--- config.mk ---
export PLATFORM = sky130hd
export DESIGN_NAME = cpu_ctrl_flat
export DESIGN_NICKNAME = d
export VERILOG_FILES = /design/src/rtl/cpu8_pkg.sv /design/src/rtl/cpu_ctrl_if.sv /design/src/rtl/cpu_pc.sv /design/src/rtl/cpu_ctrl.sv /design/src/flat_wrapper.sv
export SDC_FILE = /design/constraint.sdc
export NUM_CORES = 1
export LEC_CHECK = 0
export ABC_AREA = 1
export BUFFER_PORTS_ARGS = -buffer_cell sky130_fd_sc_hd__buf_2
export CAP_MARGIN = 0
export CORE_UTILIZATION = 40
export CTS_CLUSTER_DIAMETER = 200
export DETAILED_ROUTE_END_ITERATION = 12
export PLACE_DENSITY = 0.73
export SYNTH_ARGS = -nofsm -noshare
export SYNTH_HDL_FRONTEND = slang
export SYNTH_SLANG_ARGS = --single-unit
--- constraint.sdc ---
create_clock -name clk -period 3.4 [get_ports clk]
set_input_delay 1.02 -clock clk [delete_from_list [all_inputs] [get_ports clk]]
set_output_delay 1.02 -clock clk [all_outputs]
set_load 0.02 [all_outputs]
--- src/rtl/cpu8_pkg.sv ---
// cpu8_pkg: shared definitions for the 8-bit CPU.
// Holds the opcode constants used by the control unit and the ALU, the control
// FSM state encoding, the ALU operand-source encodings and the is_long() decode helper.
package cpu8_pkg;

  // Opcodes occupy bits [7:4] of the instruction byte.
  localparam logic [3:0] OP_NOP = 4'd0;
  localparam logic [3:0] OP_LDO = 4'd1;
  localparam logic [3:0] OP_LDA = 4'd2;
  localparam logic [3:0] OP_LDR = 4'd3;
  localparam logic [3:0] OP_PRE = 4'd4;
  localparam logic [3:0] OP_STO = 4'd5;
  localparam logic [3:0] OP_ADD = 4'd6;
  localparam logic [3:0] OP_SHL = 4'd7;
  localparam logic [3:0] OP_SHR = 4'd8;
  localparam logic [3:0] OP_SAR = 4'd9;
  localparam logic [3:0] OP_INV = 4'd10;
  localparam logic [3:0] OP_AND = 4'd11;
  localparam logic [3:0] OP_OR  = 4'd12;
  localparam logic [3:0] OP_XOR = 4'd13;
  localparam logic [3:0] OP_JMP = 4'd14;
  localparam logic [3:0] OP_HLT = 4'd15;

  // ALU operand-source mux encodings.
  typedef logic [1:0] alu_src_t;
  localparam alu_src_t SRC_OPR = 2'd0;
  localparam alu_src_t SRC_RAM = 2'd1;
  localparam alu_src_t SRC_REG = 2'd2;

  // Control FSM states.
  typedef enum logic [2:0] {
    ST_IDLE   = 3'd0,
    ST_FETCH  = 3'd1,
    ST_DECODE = 3'd2,
    ST_OPER   = 3'd3,
    ST_MEM    = 3'd4,
    ST_EXEC   = 3'd5,
    ST_HALT   = 3'd6
  } state_t;

  // Long opcodes carry one operand byte at PC+1.
  function automatic logic is_long(input logic [3:0] op);
    return (op == OP_LDO) || (op == OP_LDA) || (op == OP_STO) || (op == OP_JMP);
  endfunction

endpackage

--- src/rtl/cpu_ctrl_if.sv ---
// cpu_ctrl_if: bus between the control unit and ROM / RAM / ALU datapath.
// master = control unit (drives address, strobes, ALU controls); slave = datapath side
// (drives run, ROM data and ALU flags). ADDR_W sets the program-address width.
interface cpu_ctrl_if #(
  parameter int ADDR_W = 8
);
  import cpu8_pkg::*;

  logic              run;
  logic [7:0]        instr;
  logic [3:0]        flags;
  logic [ADDR_W-1:0] rom_addr;
  logic [3:0]        alu_op;
  alu_src_t          alu_src;
  logic              acc_we;
  logic              reg_we;
  logic [7:0]        ram_addr;
  logic              ram_re;
  logic              ram_we;
  logic [7:0]        operand;
  logic              halted;
  logic [3:0]        flags_q;

  modport master (
    input  run, instr, flags,
    output rom_addr, alu_op, alu_src, acc_we, reg_we,
           ram_addr, ram_re, ram_we, operand, halted, flags_q
  );

  modport slave (
    output run, instr, flags,
    input  rom_addr, alu_op, alu_src, acc_we, reg_we,
           ram_addr, ram_re, ram_we, operand, halted, flags_q
  );

endinterface

--- src/rtl/cpu_pc.sv ---
// cpu_pc: program counter register with load (priority) and increment.
// Ports: clk, rst_n (async active-low), i_inc, i_load, i_load_val -> o_pc.
// Increment wraps modulo 2^ADDR_W.
module cpu_pc #(
  parameter int ADDR_W = 8
) (
  input  logic              clk,
  input  logic              rst_n,
  input  logic              i_inc,
  input  logic              i_load,
  input  logic [ADDR_W-1:0] i_load_val,
  output logic [ADDR_W-1:0] o_pc
);

  logic [ADDR_W-1:0] r_pc;

  always_ff @(posedge clk or negedge rst_n) begin
    if (!rst_n) begin
      r_pc <= '0;
    end else if (i_load) begin
      r_pc <= i_load_val;
    end else if (i_inc) begin
      r_pc <= r_pc + ADDR_W'(1);
    end
  end

  assign o_pc = r_pc;

endmodule

--- src/rtl/cpu_ctrl.sv ---
// cpu_ctrl: multi-cycle control unit; fetch, decode and sequence the accumulator datapath.
// Ports: clk, rst_n (async active-low), bus (cpu_ctrl_if.master: run/instr/flags in,
// ROM/RAM address, strobes, ALU controls, operand, halted, flags_q out).
// Optional macro CPU_CTRL_FLAGS_EN: latch ALU flags on acc_we; otherwise flags_q = 0.
module cpu_ctrl
  import cpu8_pkg::*;
#(
  parameter int ADDR_W = 8
) (
  input  logic       clk,
  input  logic       rst_n,
  cpu_ctrl_if.master bus
);

  state_t            r_state;
  state_t            w_nxt;
  logic [3:0]        r_ir;
  logic [7:0]        r_operand;
  logic [ADDR_W-1:0] w_pc;
  logic [ADDR_W-1:0] w_jmp_tgt;

  logic              w_ir_ld;
  logic              w_opr_ld;
  logic              w_pc_inc;
  logic              w_pc_load;
  alu_src_t          w_alu_src;
  logic              w_acc_we;
  logic              w_reg_we;
  logic              w_ram_re;
  logic              w_ram_we;

  // Size cast truncates or zero-extends the 8-bit operand to the PC width.
  assign w_jmp_tgt = ADDR_W'(r_operand);

  cpu_pc #(.ADDR_W(ADDR_W)) u_pc (
    .clk        (clk),
    .rst_n      (rst_n),
    .i_inc      (w_pc_inc),
    .i_load     (w_pc_load),
    .i_load_val (w_jmp_tgt),
    .o_pc       (w_pc)
  );

  always_ff @(posedge clk or negedge rst_n) begin
    if (!rst_n) begin
      r_state <= ST_IDLE;
    end else begin
      r_state <= w_nxt;
    end
  end

  always_ff @(posedge clk or negedge rst_n) begin
    if (!rst_n) begin
      r_ir      <= '0;
      r_operand <= '0;
    end else begin
      if (w_ir_ld)  r_ir      <= bus.instr[7:4];
      if (w_opr_ld) r_operand <= bus.instr;
    end
  end

  always_comb begin
    w_nxt     = r_state;
    w_ir_ld   = 1'b0;
    w_opr_ld  = 1'b0;
    w_pc_inc  = 1'b0;
    w_pc_load = 1'b0;
    w_alu_src = SRC_OPR;
    w_acc_we  = 1'b0;
    w_reg_we  = 1'b0;
    w_ram_re  = 1'b0;
    w_ram_we  = 1'b0;
    case (r_state)
      ST_IDLE: begin
        if (bus.run) w_nxt = ST_FETCH;
      end
      ST_FETCH: begin
        w_ir_ld  = 1'b1;
        w_pc_inc = 1'b1;
        w_nxt    = ST_DECODE;
      end
      ST_DECODE: begin
        if (r_ir == OP_HLT)   w_nxt = ST_HALT;
        else if (is_long(r_ir)) w_nxt = ST_OPER;
        else                  w_nxt = ST_EXEC;
      end
      ST_OPER: begin
        w_opr_ld = 1'b1;
        w_pc_inc = 1'b1;
        w_nxt    = (r_ir == OP_LDA) ? ST_MEM : ST_EXEC;
      end
      ST_MEM: begin
        w_ram_re = 1'b1;
        w_nxt    = ST_EXEC;
      end
      ST_EXEC: begin
        // run is only sampled here, so an instruction always completes.
        w_nxt = bus.run ? ST_FETCH : ST_IDLE;
        case (r_ir)
          OP_LDO: begin
            w_alu_src = SRC_OPR;
            w_acc_we  = 1'b1;
          end
          OP_LDA: begin
            w_alu_src = SRC_RAM;
            w_acc_we  = 1'b1;
          end
          OP_LDR: w_reg_we = 1'b1;
          OP_STO: w_ram_we = 1'b1;
          OP_PRE, OP_ADD, OP_SHL, OP_SHR, OP_SAR,
          OP_INV, OP_AND, OP_OR, OP_XOR: begin
            w_alu_src = SRC_REG;
            w_acc_we  = 1'b1;
          end
          OP_JMP: w_pc_load = 1'b1;
          default: ;
        endcase
      end
      ST_HALT: w_nxt = ST_HALT;
      default: w_nxt = ST_IDLE;
    endcase
  end

  assign bus.rom_addr = w_pc;
  assign bus.alu_op   = r_ir;
  assign bus.alu_src  = w_alu_src;
  assign bus.acc_we   = w_acc_we;
  assign bus.reg_we   = w_reg_we;
  assign bus.ram_re   = w_ram_re;
  assign bus.ram_we   = w_ram_we;
  assign bus.ram_addr = r_operand;
  assign bus.operand  = r_operand;
  assign bus.halted   = (r_state == ST_HALT);

`ifdef CPU_CTRL_FLAGS_EN
  logic [3:0] r_flags_q;

  always_ff @(posedge clk or negedge rst_n) begin
    if (!rst_n) begin
      r_flags_q <= '0;
    end else if (w_acc_we) begin
      r_flags_q <= bus.flags;
    end
  end

  assign bus.flags_q = r_flags_q;
`else
  logic [3:0] w_unused_flags;
  assign w_unused_flags = bus.flags;
  assign bus.flags_q    = 4'b0;
`endif

endmodule

--- src/flat_wrapper.sv ---
// flat-port wrapper written by rule: the top's interface ports become plain ports
module cpu_ctrl_flat import cpu8_pkg::*;
#(
  parameter int ADDR_W = 8
)
  (clk, rst_n, bus_run, bus_instr, bus_flags, bus_rom_addr, bus_alu_op, bus_alu_src, bus_acc_we, bus_reg_we, bus_ram_addr, bus_ram_re, bus_ram_we, bus_operand, bus_halted, bus_flags_q);
  cpu_ctrl_if #(.ADDR_W(ADDR_W)) bus_i ();
  input  logic clk;
  input  logic rst_n;
  input wire logic [$bits(bus_i.run)-1:0] bus_run;
  input wire logic [$bits(bus_i.instr)-1:0] bus_instr;
  input wire logic [$bits(bus_i.flags)-1:0] bus_flags;
  output wire logic [$bits(bus_i.rom_addr)-1:0] bus_rom_addr;
  output wire logic [$bits(bus_i.alu_op)-1:0] bus_alu_op;
  output wire logic [$bits(bus_i.alu_src)-1:0] bus_alu_src;
  output wire logic [$bits(bus_i.acc_we)-1:0] bus_acc_we;
  output wire logic [$bits(bus_i.reg_we)-1:0] bus_reg_we;
  output wire logic [$bits(bus_i.ram_addr)-1:0] bus_ram_addr;
  output wire logic [$bits(bus_i.ram_re)-1:0] bus_ram_re;
  output wire logic [$bits(bus_i.ram_we)-1:0] bus_ram_we;
  output wire logic [$bits(bus_i.operand)-1:0] bus_operand;
  output wire logic [$bits(bus_i.halted)-1:0] bus_halted;
  output wire logic [$bits(bus_i.flags_q)-1:0] bus_flags_q;
  assign bus_i.run = bus_run;
  assign bus_i.instr = bus_instr;
  assign bus_i.flags = bus_flags;
  assign bus_rom_addr = bus_i.rom_addr;
  assign bus_alu_op = bus_i.alu_op;
  assign bus_alu_src = bus_i.alu_src;
  assign bus_acc_we = bus_i.acc_we;
  assign bus_reg_we = bus_i.reg_we;
  assign bus_ram_addr = bus_i.ram_addr;
  assign bus_ram_re = bus_i.ram_re;
  assign bus_ram_we = bus_i.ram_we;
  assign bus_operand = bus_i.operand;
  assign bus_halted = bus_i.halted;
  assign bus_flags_q = bus_i.flags_q;
  cpu_ctrl #(.ADDR_W(ADDR_W)) u_core (.clk(clk), .rst_n(rst_n), .bus(bus_i));
endmodule
; ---- Word level (Yosys, flattened, before mapping)
; Cells that the tools add are included.
[word_totals]
ff_bits = 23
[classes]
n_eq_ne = 22
reduce_logical = 8
addsub = 1
muxes = 22
[ops]
columns = operator, count
row1 = "== test 4 bit, second input constant", 8
row2 = one-hot mux 3 bit (7 select lines), 1
row3 = "== test 4 x 3 -> 1 bit, second input constant", 4
row4 = two-way mux 8 bit, 2
row5 = two-way mux 1 bit, 14
row6 = OR reduction 11 bit, 1
row7 = "== test 3 bit, second input constant", 3
row8 = two-way mux 3 bit, 3
row9 = OR reduction 9 bit, 1
row10 = "adder 8 x 1 -> 8 bit, second input constant", 1
row11 = "== test 4 x 2 -> 1 bit, second input constant", 2
row12 = "== test 3 x 2 -> 1 bit, second input constant", 2
row13 = "== test 4 x 1 -> 1 bit, second input constant", 1
row14 = one-hot mux 2 bit (2 select lines), 1
row15 = "== test 3 x 1 -> 1 bit, second input constant", 1
row16 = logical NOT 3 bit, 1
row17 = logical OR 1 bit, 3
row18 = two-way mux 2 bit, 1
row19 = "inequality test 2 bit, second input constant", 1
row20 = nonzero test 2 bit, 1
row21 = OR reduction 2 bit, 1

; ---- Depth between registers and ports, before layout
; Gate-level depths: netlist (run 1).
[depth]
depth_word = 7
depth_mapped = 8
mapped_depth_nobuf = 8

; ---- Cells and area by module
; From an unflattened synthesis (run 1), not the netlist that was laid out.
[unflattened]
hier_cells = 177
area_unflattened_um2 = 1367.6
[modules_own_cells]
columns = module, seq_area_each_um2, cells_each, area_per_inst_um2, n_inst
row1 = cpu_ctrl, 375.4, 115, 868.3, 1
row2 = cpu_pc, 200.2, 62, 499.2, 1

; ---- Worst setup path before layout (run 1)
; No wires, ideal clock.
[synth_path]
path_type = register -> output
start = reg u_core.r_state[2]
end = out bus_ram_we
path_stages_with_launch = 5
setup_slack_ps = 1009
arrival_time_ps = 1371
required_ps = 2380
path_cell_list = dfrtp_1 > nand2_1 > nor2_4 > inv_1 > nor4_1
[synth_via]
elab_chain_len = 2
[synth_rtl]
columns = element, line
row1 = from (decl), cpu_ctrl.sv:15  ; state_t r_state;
row2 = from (signal assigned), cpu_ctrl.sv:48  ; r_state <= w_nxt;
row3 = == test 3 bit, cpu_ctrl.sv:73  ; case (r_state)
row4 = two-way mux 1 bit, cpu_ctrl.sv:73
row5 = to (decl), flat_wrapper.sv:20  ; output wire logic [$bits(bus_i.ram_we)-1:0] bus_ram_we;
; No other way between the ends.

; ---- Final worst setup path (run 1)
; Ends and elaborated chain as after synthesis.

==> results.txt, run 1 <==
----------------------------------------------------
[Run status]
  Run status ... finished clean

[Floorplanning]
  Die Ht ... 60.8 um
  Core Footprint ... 3340 um^2
  I/O pin cnt ... 54
  Horizontal die dimension ... 60.8 um
  Initial core utilization ... 0.415
  Num rows ... 21
  Die area ... 3700 um^2

[CTS]
  Clock root buffer master ... sky130_fd_sc_hd__clkbuf_4
  Clock-pin slew on the worst setup and hold paths ... 140 ps
  Total of cells resized after clock tree synthesis ... 0
  Post-CTS Hold Fix Bufs ... 0
  H-tree depth ... 1
  Maximum clock insertion buffer count ... 2
  TritonCTS clock tree ... done
  Number of sinks handled by clock tree synthesis ... 23
  Number of setup buffers added after CTS ... 0
  Worst-skew pair later-pin latency ... 320 ps
  Number of buffers created by CTS ... 3

[STA]
  Clock period minus final worst setup slack ... 2560 ps
  Setup repair after global routing missed its margin ... false
  Total Neg Setup Slack ... 0 ps
  Final worst setup slack ... 836 ps
  Slew at the pin closest to its max-slew limit ... 519 ps
  Fmax ... 0.390 GHz
  Max-slew violation count ... 0
  Share of the clock period used by the worst path ... 0.754
  Worst slew margin ... 0.654
  Final setup violation count ... 0
  Count of final hold-check violations ... 0
  Final setup skew ... 15.0 ps

[Yosys]
  Top-area cell type share of the netlist area ... 0.416
  Flip-flop and latch count after synthesis ... 23
  Sequential area share after synthesis ... 0.416
  Post-synthesis cell type with the largest combined area ... sky130_fd_sc_hd__dfrtp_1
  Synth Area per Inst ... 7.37 um^2
  Largest cells by area after synthesis ... sky130_fd_sc_hd__dfrtp_1, sky130_fd_sc_hd__nand2_1, sky130_fd_sc_hd__nand3_1
  Gate Count Post-Synth ... 188
  Count of distinct cell types in the synthesized netlist ... 25
  Yosys warns ... 0
  Post-synth design cell area ... 1390 um^2

[Placement]
  Dpl hpwl ... 2.17 mm
  Placed standard-cell area ... 1590 um^2
  Port-buffer cells ... 45
  Placement Setup Slack ... 1180 ps
  Final estimated routing congestion in global placement ... 0.812

[Global routing]
  Via count of the first global-routing pass ... 1022
  Largest net degree at the start of global routing ... 24
  Total global routing overflow ... 0
  Antenna violations before repair ... 0
  Wire length of the first global-routing pass ... 4.46 mm
  Global router's overall resource usage ... 0.163

[Worst setup path]
  Largest stage delay, worst path ... 480 ps
  Crit path launch type ... flop
  Slowest library cell on the worst path ... sky130_fd_sc_hd__dfrtp_1
  Critical register-to-register path startpoint ... u_core.r_state[2]
  Cell Chain, Critical Path ... nand2_1 > nor2_4 > inv_1 > nor4_1 > buf_2
  Required time of the critical path ... 2380 ps
  Crit end category ... primary output
  Critical path arrival ... 1540 ps
  Critical path origin ... u_core.r_state[2]
  Class of the most critical setup path ... flop to primary output
  Biggest fanout along the worst timing path ... 5

[Route]
  Vias post-DR ... 1247
  DRC violation total after the first TritonRoute iteration ... 61
  Remaining number of nets flagged by the antenna check after routing ... 0
  Mean routed wirelength per cell ... 10.2 um
  Post-route DRC violation count ... 0
  Post-Route WL ... 2.78 mm
  Via count normalized by instance count ... 4.55
  Iteration count of the initial detailed-routing pass ... 5

[Finish]
  Fraction of final layout cells with drive strength greater than 1 ... 0.272
  Number of filler cells placed in the layout ... 374
  Design Area, Final ... 1620 um^2
  Net count reported at finish ... 245
  Most used cells in the layout excluding fill and tap cells ... sky130_fd_sc_hd__nand2_1, sky130_fd_sc_hd__buf_2, sky130_fd_sc_hd__inv_1, sky130_fd_sc_hd__dfrtp_1, sky130_fd_sc_hd__nand3_1
  Most common cell after layout, fill and taps aside ... sky130_fd_sc_hd__nand2_1
  Relative area change from synthesis to final layout ... 16.7%
  Count of antenna diodes in the layout ... 0

[Min path]
  Hold_sp ... u_core.bus.operand[3]
  Class of the worst hold path ... flop to flop

[Power]
  Static leakage power ... 0.901 nW
  Power, Total ... 1.59 mW
  Total power per unit cell area ... 982 nW/um^2
  Worst supply voltage drop on vdd ... 0.000328 V

[Run]
  Max-cap violation count ... 0

----------------------------------------------------
worst max-delay path: cells and delay by family (launching register included):
family,cells,cell delay (ps)
flip-flops,1,480
AND/OR/NAND/NOR,3,440
buffers and inverters,2,310
final cells by class:
class	count	area, um^2	area share
multi-input combinational	129	623	0.385
inverter	27	108	0.0666
tap	46	57.6	0.0356
clock inverter	1	5.00	0.00310
sequential	23	576	0.356
timing repair buffer	45	225	0.139
clock buffer	3	22.5	0.0139
cell usage after synthesis (all sizes together):
| master | number |
|---|---|
| nor2 | 18 |
| dfrtp | 23 |
| nor4 | 2 |
| conb | 1 |
| inv | 26 |
| a21oi | 3 |
| buf | 12 |
| o21ai | 18 |
| ha | 1 |
| nand2 | 56 |
| nor3 | 2 |
| or2 | 1 |
| clkinv | 1 |
| nand3 | 22 |
| a22oi | 1 |
| o21bai | 1 |
metrics by stage:
stage	std cells	util	hold slack (ps)
after floorplan	191	-	613
after global placement	270	0.476	501
after detailed placement	270	0.476	513
after CTS	274	0.484	545
after global routing	274	0.484	595
final	274	0.484	543
kinds of logic after synthesis:
group,Yosys count,share of synthesized area
simple gates,101,0.338
buf+inv,39,0.143
compound gates,23,0.0921
flops,23,0.416
fa+ha+maj,1,0.00903
other cells,1,0.00271
path summary, 6_finish.rpt:
| path | end | slack (ps) | cells past startpoint |
|---|---|---|---|
| max | bus_ram_we | 840 | 5 |
| min | u_core.bus.operand[3] | 540 | 2 |
| max reg2reg | u_core.bus.operand[6] | 2010 | 6 |
| min reg2reg | u_core.bus.operand[3] | 540 | 2 |
| max in group asynchronous | u_core.r_state[2] | 2390 | 1 |
| min in group asynchronous | u_core.u_pc.o_pc[7] | 650 | 1 |
where the power goes:
part	total (mW)	switching [mW]	internal, mW
Sequential	0.558	0.153	0.404
Combinational	0.900	0.606	0.294
Clock	0.130	0.0860	0.0440
state kept, by name, summed over array words and instances, names as in the netlist:
| signal | cells |
|---|---|
| u_core.bus.alu_op | 4 |
| u_core.r_state | 3 |
| u_core.u_pc.o_pc | 8 |
| u_core.bus.operand | 8 |
per-layer routing:
metal | routed length [um] | GRT usage | vias to the layer above | share of wire
met5 | 0 | 0 | - | 0
met4 | 27 | 0.0682 | 0 | 0.0097
met3 | 112 | 0.0192 | 4 | 0.040
met2 | 1270 | 0.254 | 34 | 0.46
met1 | 1370 | 0.229 | 550 | 0.49
li1 | - | - | 659 | -
Note: power is estimated with default switching activity, not from simulation.
==> inputs of run 2 (changes only) <==
- ABC_AREA: 1 -> 0
- clock period: 3.4 -> 2.5 ns (I/O delays scaled with it)
==> run 2 against run 1 <==
  * First-iteration DRC count is 39% lower
  * Critical path depth fell by 2
  * Global-route usage decreased by 0.66 points
  * Combinational power grew 24%
  * Highest routed layer unchanged
  * Non-clock buffer count grew 1
  * Sequential power rose by 44%
  * Via count decreased by 15%
  * Area after synthesis fell by 4.9%
==> results.txt, run 2 <==
----------------------------------------------------
[Min path]
  Class of the worst hold path ... input pin to asynchronous set/reset pin

[Yosys]
  Post-synth design cell area ... 1320 um^2 (-4.9%)
  Flip-flop and latch count after synthesis ... 23 (unchanged)
  Post-synth EDFFs ... 0 (unchanged)
  Async set or reset register ratio after synthesis ... 1.00 (unchanged)
  Post-synthesis cell type with the largest combined area ... sky130_fd_sc_hd__dfrtp_1
  Flip-flop cell with the highest count after synthesis ... sky130_fd_sc_hd__dfrtp_1
  Count of distinct cell types in the synthesized netlist ... 36 (+44%)
  Largest cells by area after synthesis ... sky130_fd_sc_hd__dfrtp_1, sky130_fd_sc_hd__mux2_2, sky130_fd_sc_hd__buf_4
  Gate Count Post-Synth ... 132 (-30%)
  Sequential area share after synthesis ... 0.437 (+0.0213)
  Yosys warns ... 0 (unchanged)
  Synth cell count leaders ... sky130_fd_sc_hd__dfrtp_1, sky130_fd_sc_hd__buf_4, sky130_fd_sc_hd__nand2_1
  Synth Area per Inst ... 9.98 um^2 (+35%)
  Top-area cell type share of the netlist area ... 0.437 (+0.0213)
  Most common cell in the netlist ... sky130_fd_sc_hd__dfrtp_1

[STA]
  Worst slew margin ... 0.666 (+0.0118)
  Fmax ... 0.426 GHz
  Count of final hold-check violations ... 0 (unchanged)
  Final setup skew ... 1.78 ps (-13.2 ps)
  Slew at the pin closest to its max-slew limit ... 501 ps (-17.7 ps)
  Total Neg Setup Slack ... 0 ps (unchanged)
  Final worst setup slack ... 155 ps (-681 ps)
  Max-slew violation count ... 0 (unchanged)
  Share of the clock period used by the worst path ... 0.938
  Worst slack on hold paths ... 403 ps (-140 ps)
  Clock period minus final worst setup slack ... 2340 ps
  Setup repair after global routing missed its margin ... false
  Final setup violation count ... 0 (unchanged)

[Finish]
  Relative area change from synthesis to final layout ... 15.1%
  Count of antenna diodes in the layout ... 0 (unchanged)
  Net count reported at finish ... 183 (-25%)
  Fraction of final layout cells with drive strength greater than 1 ... 0.380 (+0.108)
  Most used cells in the layout excluding fill and tap cells ... sky130_fd_sc_hd__buf_2, sky130_fd_sc_hd__dfrtp_1, sky130_fd_sc_hd__nand2_1
  Design Area, Final ... 1520 um^2 (-6.2%)
  Most common cell after layout, fill and taps aside ... sky130_fd_sc_hd__buf_2

[CTS]
  Total of cells resized after clock tree synthesis ... 0 (unchanged)
  TritonCTS clock tree ... done
  Number of buffers created by CTS ... 3 (unchanged)
  Clock-pin slew on the worst setup and hold paths ... 110 ps (-30 ps)
  Number of sinks handled by clock tree synthesis ... 23 (unchanged)
  H-tree depth ... 1 (unchanged)
  Number of setup buffers added after CTS ... 0 (unchanged)
  Maximum clock insertion buffer count ... 2 (unchanged)
  Worst-skew pair later-pin latency ... 290 ps (-30 ps)
  Post-CTS Hold Fix Bufs ... 0 (unchanged)
  Clock root buffer master ... sky130_fd_sc_hd__clkbuf_4

[Power]
  Total power per unit cell area ... 1370 nW/um^2 (+40%)
  Static leakage power ... 0.754 nW (-16%)
  Worst supply voltage drop on vdd ... 0.000600 V (+83%)

[Worst setup path]
  Crit end category ... primary output
  Critical path arrival ... 1590 ps (+50 ps)
  Crit path launch type ... flop
  Critical register-to-register path startpoint ... u_core.r_state[2]
  Worst R2R Setup Slack ... 650 ps (-1360 ps)
  Worst r2r dst ... u_core.r_state[1]
  Reg2Reg Depth ... 4 (-2)
  Required time of the critical path ... 1750 ps (-630 ps)
  Class of the most critical setup path ... flop to primary output
  Biggest fanout along the worst timing path ... 11 (+6)

[Route]
  Remaining number of nets flagged by the antenna check after routing ... 0 (unchanged)
  Post-route DRC violation count ... 0 (unchanged)
  Vias post-DR ... 1057 (-15%)
  Iteration count of the initial detailed-routing pass ... 4 (-1)
  Via count normalized by instance count ... 5.03 (+11%)
  Mean routed wirelength per cell ... 12.1 um (+19%)
  Post-Route WL ... 2.53 mm (-8.9%)
  DRC violation total after the first TritonRoute iteration ... 37 (-39%)

[Run]
  Max-cap violation count ... 0 (unchanged)

[Floorplanning]
  Die Ht ... 59.4 um (-2.4%)
  Core Footprint ... 3080 um^2 (-7.8%)
  Die area ... 3530 um^2 (-4.7%)
  Horizontal die dimension ... 59.4 um (-2.4%)
  I/O pin cnt ... 54 (unchanged)
  Initial core utilization ... 0.428 (+0.0130)
  Num rows ... 20 (-4.8%)

[Global routing]
  Via count of the first global-routing pass ... 939 (-8.1%)
  Wire length of the first global-routing pass ... 4.15 mm (-7.0%)
  Antenna violations before repair ... 0 (unchanged)
  Total global routing overflow ... 0 (unchanged)
  Largest net degree at the start of global routing ... 24 (unchanged)
  Global router's overall resource usage ... 0.156 (-0.00658)

[Placement]
  Placed standard-cell area ... 1490 um^2 (-6.2%)
  Port-buffer cells ... 45 (unchanged)
  Dpl hpwl ... 1.98 mm (-8.6%)
  Placement Setup Slack ... 502 ps (-681 ps)
  Final estimated routing congestion in global placement ... 0.828 (+2.1%)

[Run status]
  Run status ... finished clean

----------------------------------------------------
-- run 2: layer usage --
layer | track usage | part of all wire
met4 | 0.0510 | 0.0075
met3 | 0.0197 | 0.054
met5 | 0 | 0
met1 | 0.214 | 0.44
met2 | 0.257 | 0.50
-- run 2: how the worst max path moves through the flow --
| stage | from | end | slack [ps] |
|---|---|---|---|
| after global routing | u_core.r_state[0] | bus_alu_src[1] | 40 |
| after global placement | u_core.r_state[1] | bus_reg_we | 550 |
| after CTS | u_core.bus.alu_op[0] | bus_ram_we | 160 |
| after floorplan | u_core.bus.alu_op[0] | bus_reg_we | 160 |
| final | u_core.r_state[1] | bus_reg_we | 160 |
| after detailed placement | u_core.bus.alu_op[0] | bus_ram_we | 500 |
-- run 2: per-stage QoR --
step	util	total power, mW	std cells
finish	0.493	2.08	210
global placement	0.484	1.90	206
global route	0.493	2.25	210
CTS	0.493	2.11	210
detailed placement	0.484	1.94	206
floorplan	-	1.71	135
-- run 2: critical path: stages, from the launching register on --
cell                       delay (ps)
sky130_fd_sc_hd__dfrtp_1          500
sky130_fd_sc_hd__nand4b_2         340
sky130_fd_sc_hd__nor4_1           250
sky130_fd_sc_hd__buf_2            220
-- run 2: cells by family (layout without fill, tap and decap cells) --
logic type | Yosys count | after routing | synth area share
XOR/XNOR | 3 | 3 | 0.0199
AND/OR/NAND/NOR | 43 | 43 | 0.179
adder cells (fa/ha/maj) | 2 | 2 | 0.0171
flip-flops | 23 | 23 | 0.437
AO/OA/AOI/OAI | 26 | 26 | 0.139
multiplexers | 12 | 12 | 0.102
other | 1 | 4 | 0.00285
buffers and inverters | 22 | 53 | 0.104
-- run 2: final cells by class --
cell class,instances,area (um^2)
fillers,296,1560
multi-input cells,90,616
flip-flops and latches,23,576
repair buffers,46,233
well taps,44,55.1
clock buffers,4,26.3
inverters,3,11.3
-- run 2: power breakdown --
part | total (mW) | internal, mW | switching [mW]
combinational | 1.12 | 0.452 | 0.669
sequential | 0.801 | 0.538 | 0.262
clock | 0.161 | 0.0620 | 0.0993
total | 2.08 | 1.05 | 1.03
==> inputs of run 3 (changes only) <==
- PLACE_DENSITY: 0.73 -> 0.71
==> run 3 against run 2 <==
  * Clock skew rose by 3.6 ps
  * Total power is 1.1% higher
  * Core utilization down 0.16 points
  * Die area is the same
  * Global-route usage rose by 0.44 points
  * Worst hold slack got worse by 33 ps
  * Combinational power barely moved
  * Via count is 3.4% higher
==> results.txt, run 3 (synthesis gave the netlist of run 2 again) <==
----------------------------------------------------
[STA]
  Share of the clock period used by the worst path ... 0.935 (-0.00342)
  Final setup violation count ... 0 (unchanged)
  Count of final hold-check violations ... 0 (unchanged)
  Total Neg Setup Slack ... 0 ps (unchanged)
  Setup repair after global routing missed its margin ... false
  Clock period minus final worst setup slack ... 2340 ps (-8.54 ps)
  Fmax ... 0.428 GHz (+0.37%)
  Final setup skew ... 5.35 ps (+3.57 ps)
  Max-slew violation count ... 0 (unchanged)

[Finish]
  Number of filler cells placed in the layout ... 300 (+1.4%)
  Count of non-filler cells in the finished layout ... 209 (-0.48%)
  Most common cell after layout, fill and taps aside ... sky130_fd_sc_hd__buf_2
  Count of antenna diodes in the layout ... 0 (unchanged)
  Net count reported at finish ... 182 (-0.55%)
  Relative area change from synthesis to final layout ... 14.7%
  Fraction of final layout cells with drive strength greater than 1 ... 0.388 (+0.00836)
  Most used cells in the layout excluding fill and tap cells ... sky130_fd_sc_hd__buf_2, sky130_fd_sc_hd__dfrtp_1, sky130_fd_sc_hd__nand2_1
  Core occupancy in the finished layout ... 0.491 (-0.00163)

[Global routing]
  Largest net degree at the start of global routing ... 24 (unchanged)
  Global router's overall resource usage ... 0.161 (+0.00435)
  Antenna violations before repair ... 0 (unchanged)
  Total global routing overflow ... 0 (unchanged)
  Via count of the first global-routing pass ... 946 (+0.75%)
  Wire length of the first global-routing pass ... 4.22 mm (+1.7%)

[Placement]
  Dpl hpwl ... 1.97 mm (-0.60%)
  Placed cell count ... 205 (-0.49%)
  Final estimated routing congestion in global placement ... 0.853 (+3.0%)
  Port-buffer cells ... 45 (unchanged)

[Worst setup path]
  Required time of the critical path ... 1750 ps (about the same)
  Cell Chain, Critical Path ... nand4b_2 > nor4_1 > buf_2
  Class of the most critical setup path ... flop to primary output
  Reg2Reg Depth ... 3 (-1)
  Critical register-to-register path startpoint ... u_core.r_state[2]
  Biggest fanout along the worst timing path ... 11 (unchanged)
  Worst R2R Setup Slack ... 660 ps (about the same)
  Cell class contributing the biggest share of worst-path delay ... flip-flops
  Worst r2r dst ... u_core.bus.alu_op[1]
  Critical path arrival ... 1590 ps (about the same)
  Largest stage delay, worst path ... 590 ps (+90 ps)
  Crit end category ... primary output
  Buffering stage count on the worst path with inverters included ... 1 (unchanged)
  Slowest library cell on the worst path ... sky130_fd_sc_hd__dfrtp_1
  Crit path launch type ... flop

[Floorplanning]
  Die Ht ... 59.4 um (unchanged)
  Core Footprint ... 3080 um^2 (unchanged)
  Num rows ... 20 (unchanged)
  I/O pin cnt ... 54 (unchanged)
  Initial core utilization ... 0.428 (unchanged)
  Horizontal die dimension ... 59.4 um (unchanged)
  Die area ... 3530 um^2 (unchanged)

[Power]
  Net Sw Power ... 1.06 mW (+2.4%)
  Total power per unit cell area ... 1390 nW/um^2 (+1.4%)
  Proportion of power drawn by flip-flops and latches ... 0.385 (about the same)
  Worst supply voltage drop on vdd ... 0.000643 V (+7.1%)
  Static leakage power ... 0.751 nW (-0.49%)
  Part of the total power dissipated in the clock network ... 0.084 (+0.007)
  Switching fraction of total power ... 0.501 (+0.00635)
  Proportion of power drawn by combinational gates ... 0.531 (-0.007)
  Internal portion of total power ... 1.05 mW (-0.18%)

[CTS]
  Maximum clock insertion buffer count ... 2 (unchanged)
  Number of sinks handled by clock tree synthesis ... 23 (unchanged)
  H-tree depth ... 1 (unchanged)
  Worst-skew pair later-pin latency ... 320 ps (+30 ps)
  Clock root buffer master ... sky130_fd_sc_hd__clkbuf_4
  TritonCTS clock tree ... done
  Post-CTS Hold Fix Bufs ... 0 (unchanged)
  Number of buffers created by CTS ... 3 (unchanged)
  Clock-pin slew on the worst setup and hold paths ... 130 ps (+20 ps)

[Route]
  Iteration count of the initial detailed-routing pass ... 4 (unchanged)
  Via count normalized by instance count ... 5.23 (+3.9%)
  Post-route DRC violation count ... 0 (unchanged)
  Remaining number of nets flagged by the antenna check after routing ... 0 (unchanged)
  Post-Route WL ... 2.64 mm (+4.3%)
  DRC violation total after the first TritonRoute iteration ... 28 (-24%)
  Vias post-DR ... 1093 (+3.4%)
  Mean routed wirelength per cell ... 12.6 um (+4.8%)

[Min path]
  Class of the worst hold path ... input pin to asynchronous set/reset pin

[Run]
  Max-cap violation count ... 0 (unchanged)

[Run status]
  Run status ... finished clean

----------------------------------------------------
[run 3: changes by cell type in the layout (fill, tap and decap cells not counted)]
| cell | previous run | this run |
|---|---|---|
| sky130_fd_sc_hd__buf_4 | 1 | 0 |
| sky130_fd_sc_hd__clkbuf_1 | 1 | 0 |
| sky130_fd_sc_hd__clkinv_2 | 0 | 1 |
| sky130_fd_sc_hd__dfrtp_1 | 23 | 22 |
| sky130_fd_sc_hd__dfrtp_2 | 0 | 1 |
[run 3: layout make-up]
| type | instances | area [um^2] | share of cell area |
|---|---|---|---|
| Clock buffer | 3 | 22.5 | 0.0149 |
| Sequential cell | 23 | 577 | 0.382 |
| Multi-Input combinational cell | 90 | 616 | 0.407 |
| Clock inverter | 1 | 5.00 | 0.00331 |
| Tap cell | 44 | 55.1 | 0.0364 |
| Timing Repair Buffer | 45 | 225 | 0.149 |
| Inverter | 3 | 11.3 | 0.00745 |
[run 3: repair_timing]
action	4_1_cts	5_1_grt
setup endpoints to repair	0	1
setup buffers	0	0
resized for setup	0	1
[run 3: layer usage]
metal	global-route usage	routed length [um]	up-vias
met5	0	0	-
met4	0.0748	46	0
met3	0.0218	109	5
met2	0.268	1300	26
met1	0.206	1180	541
li1	-	-	521
[run 3: worst max path at each step]
stage | from | endpoint | slack (ps) | cells after the start
after global placement | u_core.r_state[1] | bus_reg_we | 540 | 3
after floorplan | u_core.bus.alu_op[0] | bus_reg_we | 160 | 3
final | u_core.bus.alu_op[1] | bus_reg_we | 160 | 3
after global routing | u_core.r_state[2] | bus_alu_src[1] | 30 | 4
after CTS | u_core.bus.alu_op[1] | bus_reg_we | 140 | 3
after detailed placement | u_core.bus.alu_op[1] | bus_reg_we | 510 | 3
[run 3: power groups by stage]
stage / clock network [mW] / logic, mW / registers [mW]
finish: 0.177 / 1.12 / 0.811
global route: 0.199 / 1.22 / 0.850
CTS: 0.183 / 1.13 / 0.808
detailed placement: 0 / 1.12 / 0.817
global placement: 0 / 1.10 / 0.800
floorplan: 0 / 0.848 / 0.857
[run 3: worst reg2reg max path, stage by stage, from the launching register on]
cell and delay, ps:
sky130_fd_sc_hd__dfrtp_1 510, sky130_fd_sc_hd__nand2b_1 380, sky130_fd_sc_hd__nor2_1 450, sky130_fd_sc_hd__mux2_2 390
[run 3: stage by stage]
stage          setup WS [ps]  power (mW)  cell area (um^2)  hold slack [ps]
2_1_floorplan            157        1.71              1330              454
3_3_place_gp             544        1.90              1480              508
3_5_place_dp             512        1.94              1480              532
4_1_cts                  136        2.12              1510              378
5_1_grt                 34.3        2.27              1510              394
6_report                 164        2.11              1510              369
